--- src/rtl/ex_muldiv_unit.sv ---
// ex_muldiv_unit: iterative multiply/divide unit for the EX stage.
// Takes one result bit per cycle. busy_o stalls IF/ID and ID/EX while an op is in flight.
//
// Ports:
//   clk_i          rising-edge clock
//   rst_ni         asynchronous active-low reset
//   start_i        op request from ID/EX; sampled only when idle
//   op_i           00 MULT, 01 MULTU, 10 DIV, 11 DIVU
//   operand_a_i    rs: multiplicand / dividend
//   operand_b_i    rt: multiplier / divisor
//   busy_o         high while an op is in flight
//   done_o         one-cycle pulse; hi_o/lo_o were updated this cycle
//   hi_o           MULT: upper product half; DIV: remainder
//   lo_o           MULT: lower product half; DIV: quotient
//   div_by_zero_o  valid with done_o; divide had a zero divisor
module ex_muldiv_unit #(
    parameter int unsigned Width = 32
) (
    input  logic             clk_i,
    input  logic             rst_ni,
    input  logic             start_i,
    input  logic [1:0]       op_i,
    input  logic [Width-1:0] operand_a_i,
    input  logic [Width-1:0] operand_b_i,
    output logic             busy_o,
    output logic             done_o,
    output logic [Width-1:0] hi_o,
    output logic [Width-1:0] lo_o,
    output logic             div_by_zero_o
);

    localparam int unsigned     CntW    = (Width > 1) ? $clog2(Width) : 1;
    localparam logic [CntW-1:0] LastCnt = CntW'(Width - 1);

    typedef enum logic [1:0] {StIdle, StRun, StFix} state_e;

    state_e               state_q, state_d;
    logic [1:0]           op_q, op_d;
    logic                 sign_a_q, sign_a_d;
    logic                 sign_b_q, sign_b_d;
    logic [Width-1:0]     a_q, a_d;
    logic [Width-1:0]     b_q, b_d;
    logic [2*Width-1:0]   acc_q, acc_d;
    logic [CntW-1:0]      cnt_q, cnt_d;
    logic [Width-1:0]     hi_q, hi_d;
    logic [Width-1:0]     lo_q, lo_d;
    logic                 dbz_q, dbz_d;
    logic                 done_q, done_d;

    // op_i[1] selects divide, op_i[0] selects unsigned.
    logic             start_signed;
    logic             start_sign_a, start_sign_b;
    logic [Width-1:0] start_mag_a, start_mag_b;

    assign start_signed = ~op_i[0];
    assign start_sign_a = start_signed & operand_a_i[Width-1];
    assign start_sign_b = start_signed & operand_b_i[Width-1];
    assign start_mag_a  = start_sign_a ? -operand_a_i : operand_a_i;
    assign start_mag_b  = start_sign_b ? -operand_b_i : operand_b_i;

    // Multiply: MSB-first shift-add; b_q is shifted left so its top bit is the current digit.
    logic [2*Width-1:0] mul_step;
    assign mul_step = {acc_q[2*Width-2:0], 1'b0} +
                      (b_q[Width-1] ? {{Width{1'b0}}, a_q} : {(2*Width){1'b0}});

    // Divide: acc_q = {remainder, quotient}; a_q supplies dividend bits MSB first.
    // The partial remainder stays below the divisor, so Width+1 bits hold the shifted value.
    // A zero divisor always "subtracts", which leaves quotient all ones and remainder = a.
    logic [Width:0] rem_shift, rem_diff;
    assign rem_shift = {acc_q[2*Width-1:Width], a_q[Width-1]};
    assign rem_diff  = rem_shift - {1'b0, b_q};

    logic [2*Width-1:0] prod_neg;
    logic [Width-1:0]   quo, rem;
    logic               res_neg;
    assign prod_neg = -acc_q;
    assign quo      = acc_q[Width-1:0];
    assign rem      = acc_q[2*Width-1:Width];
    assign res_neg  = sign_a_q ^ sign_b_q;

    // State register
    always_ff @(posedge clk_i or negedge rst_ni) begin
        if (!rst_ni) begin
            state_q <= StIdle;
        end else begin
            state_q <= state_d;
        end
    end

    // Next-state logic
    always_comb begin
        state_d = state_q;
        unique case (state_q)
            StIdle:  if (start_i) state_d = StRun;
            StRun:   if (cnt_q == LastCnt) state_d = StFix;
            StFix:   state_d = StIdle;
            default: state_d = StIdle;
        endcase
    end

    // Output logic
    always_comb begin
        busy_o        = (state_q != StIdle);
        done_o        = done_q;
        hi_o          = hi_q;
        lo_o          = lo_q;
        div_by_zero_o = dbz_q;
    end

    // Datapath next-state
    always_comb begin
        op_d     = op_q;
        sign_a_d = sign_a_q;
        sign_b_d = sign_b_q;
        a_d      = a_q;
        b_d      = b_q;
        acc_d    = acc_q;
        cnt_d    = cnt_q;
        hi_d     = hi_q;
        lo_d     = lo_q;
        dbz_d    = dbz_q;
        done_d   = 1'b0;
        unique case (state_q)
            StIdle: begin
                if (start_i) begin
                    op_d     = op_i;
                    sign_a_d = start_sign_a;
                    sign_b_d = start_sign_b;
                    a_d      = start_mag_a;
                    b_d      = start_mag_b;
                    acc_d    = '0;
                    cnt_d    = '0;
                end
            end
            StRun: begin
                cnt_d = cnt_q + 1'b1;
                if (op_q[1]) begin
                    if (!rem_diff[Width]) begin
                        acc_d[2*Width-1:Width] = rem_diff[Width-1:0];
                    end else begin
                        acc_d[2*Width-1:Width] = rem_shift[Width-1:0];
                    end
                    acc_d[Width-1:0] = {acc_q[Width-2:0], ~rem_diff[Width]};
                    a_d              = {a_q[Width-2:0], 1'b0};
                end else begin
                    acc_d = mul_step;
                    b_d   = {b_q[Width-2:0], 1'b0};
                end
            end
            StFix: begin
                done_d = 1'b1;
                if (!op_q[1]) begin
                    {hi_d, lo_d} = res_neg ? prod_neg : acc_q;
                    dbz_d        = 1'b0;
                end else if (b_q == '0) begin
                    // Remainder already equals the latched dividend; skip sign fix-up.
                    hi_d  = rem;
                    lo_d  = '1;
                    dbz_d = 1'b1;
                end else begin
                    lo_d  = res_neg ? -quo : quo;
                    hi_d  = sign_a_q ? -rem : rem;
                    dbz_d = 1'b0;
                end
            end
            default: ;
        endcase
    end

    always_ff @(posedge clk_i or negedge rst_ni) begin
        if (!rst_ni) begin
            op_q     <= '0;
            sign_a_q <= 1'b0;
            sign_b_q <= 1'b0;
            a_q      <= '0;
            b_q      <= '0;
            acc_q    <= '0;
            cnt_q    <= '0;
            hi_q     <= '0;
            lo_q     <= '0;
            dbz_q    <= 1'b0;
            done_q   <= 1'b0;
        end else begin
            op_q     <= op_d;
            sign_a_q <= sign_a_d;
            sign_b_q <= sign_b_d;
            a_q      <= a_d;
            b_q      <= b_d;
            acc_q    <= acc_d;
            cnt_q    <= cnt_d;
            hi_q     <= hi_d;
            lo_q     <= lo_d;
            dbz_q    <= dbz_d;
            done_q   <= done_d;
        end
    end

endmodule

--- config.mk ---
export PLATFORM = sky130hd
export DESIGN_NAME = ex_muldiv_unit
export DESIGN_NICKNAME = d
export VERILOG_FILES = /design/src/rtl/ex_muldiv_unit.sv
export SDC_FILE = /design/constraint.sdc
export NUM_CORES = 1
export LEC_CHECK = 0
export BUFFER_PORTS_ARGS = -buffer_cell sky130_fd_sc_hd__buf_2
export CORE_MARGIN = 2
export CORE_UTILIZATION = 56
export DETAILED_ROUTE_END_ITERATION = 7
export GPL_ROUTABILITY_DRIVEN = 0
export PLACE_DENSITY = 0.78
export SYNTH_ARGS = -nofsm -noshare
export SYNTH_HDL_FRONTEND = slang
export SYNTH_SLANG_ARGS = --single-unit
--- constraint.sdc ---
create_clock -name clk_i -period 3.4 [get_ports clk_i]
set_clock_uncertainty 0.05 [all_clocks]
set_input_delay 0.51 -clock clk_i [delete_from_list [all_inputs] [get_ports clk_i]]
set_output_delay 0.51 -clock clk_i [all_outputs]
set_load 0.05 [all_outputs]
### Yosys cells after proc, flatten, opt, wreduce, memory -nomap -nowiden

Index checks and enable logic that the tools add are counted.

| storage, ports and cells | value |
|---|---|
| register bits after elaboration | 205 |
| output and inout port bits | 67 |
| logic and storage cells | 69 |

| cells by class | value |
|---|---|
| $add $sub $neg | 8 |
| eq/ne operators | 7 |
| mux-type cells | 28 |
| bitwise logic cells | 5 |
| reduce and logical (&&, ||, !) cells | 9 |

Operator list:

| cell | count |
|---|---|
| 32-bit two-way mux | 14 |
| 64-bit two-way mux | 3 |
| 32-bit negator | 4 |
| 32-bit one-hot mux with 2 select lines | 2 |
| 64-bit one-hot mux with 2 select lines | 1 |
| 64-bit by 32-bit adder with 64-bit output | 1 |
| 64-bit negator | 1 |
| 33-bit by 32-bit subtractor with 33-bit output | 1 |
| 32-bit zero test | 1 |
| 5-bit one-hot mux with 2 select lines | 1 |
| 2-bit != test, second input constant | 4 |
| 2-bit AND reduction | 3 |
| 3-bit AND reduction | 2 |
| 5-bit by 1-bit adder with 5-bit output, second input constant | 1 |
| 5-bit equality test, second input constant | 1 |
| 5-bit two-way mux | 1 |
| 2-bit two-way mux | 2 |
| 2-bit one-hot mux with 2 select lines | 1 |
| 2-bit nonzero test | 2 |
| 1-bit two-way mux | 3 |
| 1-bit AND | 2 |
| 2-bit by 1-bit equality test with 1-bit output, second input constant | 1 |
| 2-bit equality test, second input constant | 1 |
| 2-bit zero test | 1 |
| other kinds (2) | 3 |

### Logic depth before layout (Yosys ltp)

Gate-level depths: netlist of the first run.

| logic depth | value |
|---|---|
| depth in word-level cells | 5 |
| depth in mapped cells | 15 |
| depth with buffers taken out | 13 |

### Least setup slack after synthesis of the first run

Ideal clock, no wire load.

| path | value |
|---|---|
| path type | register to register |
| start point | register a_q[31] |
| end point | register acc_q[38] |
| arrival | 3178 ps |
| data required time | 3208 ps |
| slack | 30 ps |
| stages on the path, launching flop included | 15 |
| cell sequence | dfrtp_1 > inv_1 > ha_1 > inv_1 > fa_1 > a211oi_1 > o21ai_0 > o2111ai_1 > nand2_1 > a21boi_1 > xnor2_1 > clkbuf_1 > buf_2 > mux2i_1 > o221ai_1 |

| between the ends | value |
|---|---|
| cells in the longest elaborated chain, start to end | 4 |

Ends and longest elaborated chain:

| element | line | source |
|---|---|---|
| from (decl) | 41 | `logic [Width-1:0] a_q, a_d;` |
| from (signal assigned) | 175 | `a_q <= '0;` |
| from (signal assigned) | 187 | `a_q <= a_d;` |
| 32-bit two-way mux or 33-bit by 32-bit subtractor with 33-bit output (tied branches) | 64, 71 |  |
| 64-bit by 32-bit adder with 64-bit output or 32-bit two-way mux (tied branches) | 63, 138 |  |
| 64-bit two-way mux (*) | 137 | `if (op_q[1]) begin` |
| 64-bit one-hot mux with 2 select lines (*) | 123 | `unique case (state_q)` |
| to (signal assigned) | 177 | `acc_q <= '0;` |
| to (signal assigned) | 189 | `acc_q <= acc_d;` |
| to (decl) | 43 | `logic [2*Width-1:0] acc_q, acc_d;` |

Mark *: on every way between the ends. The rest lies on a longest branch, timed or not.
A chain may end at the register's enable or synchronous reset.

### Final worst setup path of the first run

| path | value |
|---|---|
| start point | register b_q[31] |
| end point | register acc_q[63] |

| between the ends | value |
|---|---|
| cells in the longest elaborated chain, start to end | 4 |

Ends and longest elaborated chain:

| element | line | source |
|---|---|---|
| from (decl) | 42 | `logic [Width-1:0] b_q, b_d;` |
| from (signal assigned) | 176 | `b_q <= '0;` |
| from (signal assigned) | 188 | `b_q <= b_d;` |
| 32-bit two-way mux or 33-bit by 32-bit subtractor with 33-bit output (tied branches) | 64, 71 |  |
| 64-bit by 32-bit adder with 64-bit output or 32-bit two-way mux (tied branches) | 63, 138 |  |
| 64-bit two-way mux (*) | 137 |  |
| 64-bit one-hot mux with 2 select lines (*) | 123 |  |

Marks and branches as above.

==> flow_metrics.env, run 1 <==
export IMPL_status="finished clean"
export IMPL_num_vias=16576
export IMPL_nets=2407
export IMPL_synth_main_ff_cell="dfrtp_1"
export IMPL_ys_warn_count=0
export IMPL_fin_hold_ws_ns=0.189
export IMPL_crit_slowest_cell="dfrtp_2"
export IMPL_drt_pass1_iter_count=6
export IMPL_cp_arrival_ns=3.74
export IMPL_cts_made_buffers=23
export IMPL_cp_required_ns=3.82
export IMPL_wire_per_inst_um=18.4
export IMPL_setup_viol=0
export IMPL_seq_area_frac_synth_pct=31.4
export IMPL_cts_root_buf="clkbuf_16"
export IMPL_drv_slew=0
export IMPL_drive_gt1_share_pct=17.1
export IMPL_path_cells="clkbuf_4 > and2_1 > ha_1 > buf_4 > nand4_1 > a21oi_1 > a21boi_2 > o2111a_1 > or2_2 > buf_4 > nor4_4 > xor2_1 > o221ai_1 > a21oi_1"
export IMPL_ir_worst_vdd_mv=0.581
export IMPL_grt_start_max_net_pins=81
export IMPL_path_max_fanout=7
export IMPL_syn2layout_area_growth_pct=17.7
export IMPL_async_flop_share_pct=100
export IMPL_ant_nets=0
export IMPL_cts_tree="done"
export IMPL_ys_types=75
export IMPL_end_kind="flop"
export IMPL_hold_class="input port to flop"
export IMPL_wl_um=49100
export IMPL_fillers=2375
export IMPL_die_h_um=174
export IMPL_antenna_found_initial=1
export IMPL_maxCapViolCount=0
export IMPL_synth_edf_count=0
export IMPL_p_total_mw=21.8
export IMPL_clock_path_buffers=3
export IMPL_grt_first_pass_wirelength_um=78000
export IMPL_syn_nets=2217
export IMPL_maxSlewHeadroom_pct=26.4
export IMPL_drcViolationCount=0
export IMPL_drtIter0Drc=2239
export IMPL_max_stage_delay_ns=0.46
export IMPL_place_ws_ns=-0.0964
export IMPL_cts_max_level=1
export IMPL_vias_per_cell=6.21
export IMPL_p_per_area_mw_per_mm2=1140
export IMPL_numClockSinks=204
export IMPL_fin_crit_ns=3.32
export IMPL_leakage_nw=8.38
export IMPL_fmax_mhz=301
export IMPL_worst_setup_path_start_kind="flop"
export IMPL_start_util_pct=56.8
export IMPL_synth_seq_cells=204
export IMPL_setup_slack_ns=0.0810
export IMPL_hpwl_um=36400
export IMPL_grt_ovfl_total=0
export IMPL_netlist_area_mm2=0.0163
export IMPL_post_route_period_util_pct=97.6
export IMPL_hold_viol=0
export IMPL_syn_inst=2076
export IMPL_worstSkewPairLatency_ns=0.54
export IMPL_io_buffers=135
export IMPL_postSynthAreaPerCell_um2=7.83
export IMPL_setup_worst_path_class="flop to flop"
export IMPL_die_area_mm2=0.0304
export IMPL_ios=136
export IMPL_num_rows=62
export IMPL_grt_pass1_vias=15236
export IMPL_clk_pin_slew_worst_paths_ns=0.07
export IMPL_grt_usage_pct=31.2
export IMPL_die_w_um=174
export IMPL_tightestPinTransition_ns=1.10
export IMPL_rsz0062_at_grt="yes"
export IMPL_tns_ns=0
export IMPL_reg2reg_setup_slack_ns=0.08
export IMPL_core_mm2=0.0286
per-layer routing:
| metal | global-route usage [%] | share of wire [%] | up-vias |
|---|---|---|---|
| li1 | - | - | 7897 |
| met1 | 45.5 | 43 | 7599 |
| met2 | 47.0 | 43 | 927 |
| met3 | 5.45 | 11 | 153 |
| met4 | 10.4 | 3.2 | 0 |
| met5 | 0 | 0 | - |
stage by stage:
stage | instances | util [%] | instance area (µm²)
floorplan | 2076 | - | 16300
global placement | 2619 | 63.6 | 18200
detailed placement | 2619 | 63.6 | 18200
CTS | 2662 | 66.3 | 19000
global route | 2668 | 66.8 | 19100
finish | 2668 | 66.8 | 19100
where the power goes:
group,switching [mW],total (mW),internal [mW],leakage [nW]
sequential,0.992,4.35,3.36,2.38
clock,1.06,2.52,1.46,0.380
combinational,9.00,14.9,5.89,5.62
total,11.1,21.8,10.7,8.38
critical path: cells and delay by family, from the launching register on:
kind / cells / cell delay, ns
buf+inv: 3 / 0.49
xor+xnor: 1 / 0.21
flops: 1 / 0.46
fa+ha+maj: 1 / 0.33
compound gates: 5 / 0.91
simple gates: 4 / 0.81
final cells by class:
type / instances / area (µm²) / share of cell area, %
tap: 384 / 480 / 2.51
multi-input combinational: 1675 / 10600 / 55.3
timing repair buffer: 301 / 1970 / 10.3
antenna: 1 / 2.50 / 0.0131
clock inverter: 11 / 97.6 / 0.510
sequential: 204 / 5110 / 26.7
inverter: 61 / 229 / 1.20
clock buffer: 31 / 666 / 3.48
cells by family (layout without fill, tap and decap cells):
family | Yosys count | count (layout) | synth area share [%]
buffers and inverters | 197 | 404 | 4.59
other | 0 | 1 | 0
AND/OR/NAND/NOR | 712 | 712 | 21.0
XOR/XNOR | 195 | 195 | 10.5
multiplexers | 25 | 25 | 1.56
AO/OA/AOI/OAI | 671 | 671 | 25.3
adder cells (fa/ha/maj) | 72 | 72 | 5.64
flip-flops | 204 | 204 | 31.4
Yosys cell counts (all sizes together) (4+ instances only):
library cell | instances | area, µm²
nor3b | 5 | 37.5
nand2 | 267 | 1000
dfrtp | 204 | 5100
clkbuf | 121 | 458
ha | 70 | 876
o221ai | 11 | 96.3
buf | 15 | 58.8
o22ai | 7 | 43.8
mux2i | 22 | 220
o311ai | 4 | 35.0
o21a | 10 | 75.1
nand3 | 56 | 280
xor2 | 111 | 972
xnor2 | 84 | 736
nor2 | 147 | 552
a21oi | 166 | 835
a21o | 30 | 225
or2 | 5 | 31.3
or3 | 20 | 125
nand2b | 12 | 75.1
o21bai | 7 | 52.6
o41ai | 12 | 113
inv | 60 | 225
a31oi | 20 | 125
and4 | 15 | 131
nor4 | 26 | 169
a41oi | 4 | 42.6
nor3 | 40 | 200
and3 | 22 | 138
nor2b | 8 | 50.1
nand4 | 30 | 188
and2 | 38 | 238
o31ai | 23 | 173
a221oi | 4 | 35.0
o21ai | 240 | 1200
o211ai | 65 | 488
a22oi | 14 | 105
or4 | 15 | 128
a211oi | 14 | 105
sequential cells by signal, indices dropped and copies added (netlist names):
signal,flops
b_q,32
op_q,1
div_by_zero_o,1
lo_o,32
acc_q,64
sign_b_q,1
a_q,32
done_o,1
cnt_q,5
hi_o,32
state_q,2
sign_a_q,1
worst paths after layout:
path / startpoint / to / cells past startpoint
max: b_q[31] / acc_q[63] / 14
min: op_i[1] / op_q[1] / 3
max reg2reg: b_q[31] / acc_q[63] / 14
min reg2reg: hi_o[13] / hi_o[13] / 2
max in group asynchronous: rst_ni / lo_o[6] / 3
min in group asynchronous: rst_ni / b_q[12] / 2
timing repair:
action | 4_1_cts | 5_1_grt
hold buffers | 1 | 0
pin swaps | 0 | 8
gates resized for setup | 3 | 29
buffers inserted | 0 | 5
endpoints found under the setup margin | 5 | 42
gates cloned | 0 | 0
endpoints found under the hold margin | 6 | 0
cell usage in the layout (no fill, tap or decap), types with 11 or more instances in the layout:
master and n:
a21o_1 30, a21oi_1 164, a22oi_1 14, a31oi_1 19, and2_1 38, and3_1 22
and4_1 15, buf_2 134, buf_4 160, clkbuf_16 23, dfrtp_1 202, ha_1 68
inv_1 60, mux2i_1 22, nand2_1 267, nand3_1 56, nand4_1 30, nor2_1 144
nor3_1 35, nor4_1 23, o211ai_1 65, o21ai_0 235, o221ai_1 11, o31ai_1 22
o41ai_1 11, or3_1 20, or4_1 11, xnor2_1 82, xor2_1 110
Power figures use the tool's default switching activity.
==> inputs of run 2 (changes only) <==
--- a/config.mk
+++ b/config.mk
@@ -10,6 +10,7 @@
 export CORE_UTILIZATION = 56
 export DETAILED_ROUTE_END_ITERATION = 7
 export GPL_ROUTABILITY_DRIVEN = 0
+export GPL_TIMING_DRIVEN = 0
 export PLACE_DENSITY = 0.78
 export SYNTH_ARGS = -nofsm -noshare
 export SYNTH_HDL_FRONTEND = slang
==> run 2 against run 1 <==
  * The run now ends with design-rule violations, negative setup slack left
  * Critical path depth shrank 2
  * Sequential cell count stayed put
  * Maximum frequency down 2.6%
  * Highest routed layer unchanged
  * Cell count shrank 0.49%
  * First-iteration DRC count fell by 14%
  * Register-to-register slack worse by 0.09 ns
  * Sequential power increased by 2%
  * Wire length up 8.0%
  * Global-route usage rose by 2.5 points
  * Largest power group unchanged
  * Largest cell class unchanged
  * Setup slack worse by 0.088 ns
  * Non-clock buffer count shrank 13
==> flow_metrics.env, run 2 (synthesis gave the netlist of run 1 again) <==
export IMPL_place_ws_ns=-1.19
export IMPL_r2r_end="acc_q[59]"
export IMPL_core_mm2=0.0286
export IMPL_max_stage_delay_ns=0.54
export IMPL_setup_viol=1
export IMPL_syn2layout_area_growth_pct=16.0
export IMPL_grt_pass1_vias=15745
export IMPL_reg2reg_setup_slack_ns=-0.007
export IMPL_rr_worst_depth=12
export IMPL_largest_reg_flops=64
export IMPL_grt_start_max_net_pins=109
export IMPL_hold_class="input port to flop"
export IMPL_fillers=2416
export IMPL_end_kind="flop"
export IMPL_regMostFlops="acc_q"
export IMPL_worst_setup_path_start_kind="flop"
export IMPL_p_per_area_mw_per_mm2=1160
export IMPL_crit_buf_inv=1
export IMPL_wl_um=53100
export IMPL_io_buffers=135
export IMPL_path_max_fanout=10
export IMPL_violations="design-rule violations, negative setup slack"
export IMPL_cts_root_buf="clkbuf_16"
export IMPL_maxSlewHeadroom_pct=25.0
export IMPL_insertedDiodeCount=0
export IMPL_drv_slew=0
export IMPL_worstHoldStart="op_i[1]"
export IMPL_final_core_util_pct=65.8
export IMPL_fin_crit_ns=3.41
export IMPL_leakage_nw=7.88
export IMPL_ff_latch_area_mm2=0.00511
export IMPL_drtIter0Drc=1922
export IMPL_die_w_um=174
export IMPL_cts_made_buffers=24
export IMPL_clk_pin_slew_worst_paths_ns=0.06
export IMPL_maxCapViolCount=0
export IMPL_ant_nets=0
export IMPL_setup_slack_ns=-0.00656
export IMPL_vias_per_cell=6.38
export IMPL_post_route_period_util_pct=100
export IMPL_whs_endpoint="op_q[1]"
export IMPL_grt_ovfl_total=0
export IMPL_min_path_cells=3
export IMPL_hpwl_um=39700
export IMPL_hold_viol=0
export IMPL_start_util_pct=56.8
export IMPL_crit_family="compound AO/OA/AOI/OAI gates"
export IMPL_crit_slowest_cell="a2111oi_0"
export IMPL_ir_worst_vdd_mv=0.541
export IMPL_layout_common_cells="265 x nand2_1, 226 x o21ai_0, 199 x dfrtp_1"
export IMPL_mostFrequentLayoutCell="nand2_1"
export IMPL_rsz0062_at_grt="yes"
export IMPL_cts_max_level=1
export IMPL_antenna_found_initial=0
export IMPL_drt_pass1_iter_count=8
export IMPL_grt_usage_pct=33.7
export IMPL_fmax_mhz=294
export IMPL_numClockSinks=204
export IMPL_ios=136
export IMPL_path_cells="buf_2 > and2_1 > ha_2 > a2111oi_0 > o21ai_2 > a21boi_2 > o2111a_2 > nor2_1 > nand3_2 > mux2i_1 > a21oi_1 > a32o_1"
export IMPL_cp_arrival_ns=3.78
export IMPL_rr_startpoint="b_q[31]"
export IMPL_die_area_mm2=0.0304
export IMPL_crit_cells=12
export IMPL_cp_required_ns=3.77
export IMPL_grt_first_pass_wirelength_um=83000
export IMPL_drive_gt1_share_pct=13.4
export IMPL_cts_tree="done"
export IMPL_clock_path_buffers=3
export IMPL_worstSkewPairLatency_ns=0.54
export IMPL_num_vias=16950
export IMPL_tns_ns=-0.00656
export IMPL_nets=2395
export IMPL_wire_per_inst_um=20.0
export IMPL_drcViolationCount=24
export IMPL_fin_hold_ws_ns=0.171
export IMPL_status="finished, violations left"
export IMPL_multi_input_area_mm2=0.0108
export IMPL_setup_worst_path_class="flop to flop"
export IMPL_die_h_um=174
export IMPL_tightestPinTransition_ns=1.11
export IMPL_num_rows=62
run 2: cell count changes in the layout (fill, tap and decap cells not counted), sizes merged:
cell	before	now
buf	298	177
bufinv	1	2
clkbuf	33	144
clkinv	9	6
diode	1	0
run 2: where the power goes:
part           switching, mW  total [mW]  internal, mW
sequential              1.06        4.43          3.36
combinational           9.42        14.9          5.46
clock                   1.06        2.65          1.58
run 2: worst reg2reg max path: cells and delay by family (launching register included):
kind / cells / cell delay (ns)
mux: 1 / 0.22
flops: 1 / 0.44
compound gates: 6 / 1.62
buf+inv: 1 / 0.18
fa+ha+maj: 1 / 0.31
simple gates: 3 / 0.48
run 2: per-stage QoR:
stage               cells  total power [mW]  cell area, µm²
floorplan            2076              14.0           16300
global placement     2595              17.2           17400
detailed placement   2596              17.7           17400
CTS                  2643              20.8           18500
global route         2655              23.3           18800
finish               2655              21.9           18800
run 2: per-layer routing:
layer	GRT usage [%]	wire length [µm]
met4	11.5	1930
met5	0	0
met1	47.3	22100
met2	52.5	23300
met3	6.23	5770
run 2: worst max path at each step:
stage,slack (ns),start,end
after floorplan,0.03,a_q[31],acc_q[38]
after global placement,-1.65,rst_ni,lo_o[6]
after detailed placement,-1.19,a_q[31],acc_q[62]
after CTS,0.01,a_q[31],acc_q[53]
after global routing,-0.1,b_q[31],acc_q[35]
final,-0.007,b_q[31],acc_q[59]
run 2: repair_timing:
action	4_1_cts	5_1_grt
buffers inserted	8	15
resized for setup	53	81
hold buffers	1	0
endpoints found under the hold margin	11	0
pin swaps	8	21
endpoints found under the setup margin	52	45
cloned	0	0
run 2: area by class of cell:
| cell class | instances | area share [%] |
|---|---|---|
| buffer | 128 | 2.80 |
| clock buffer | 34 | 3.71 |
| clock inverter | 9 | 0.538 |
| inverter | 61 | 1.21 |
| multi-input combinational | 1675 | 57.3 |
| sequential | 204 | 27.1 |
| tap | 384 | 2.55 |
| timing repair buffer | 160 | 4.75 |
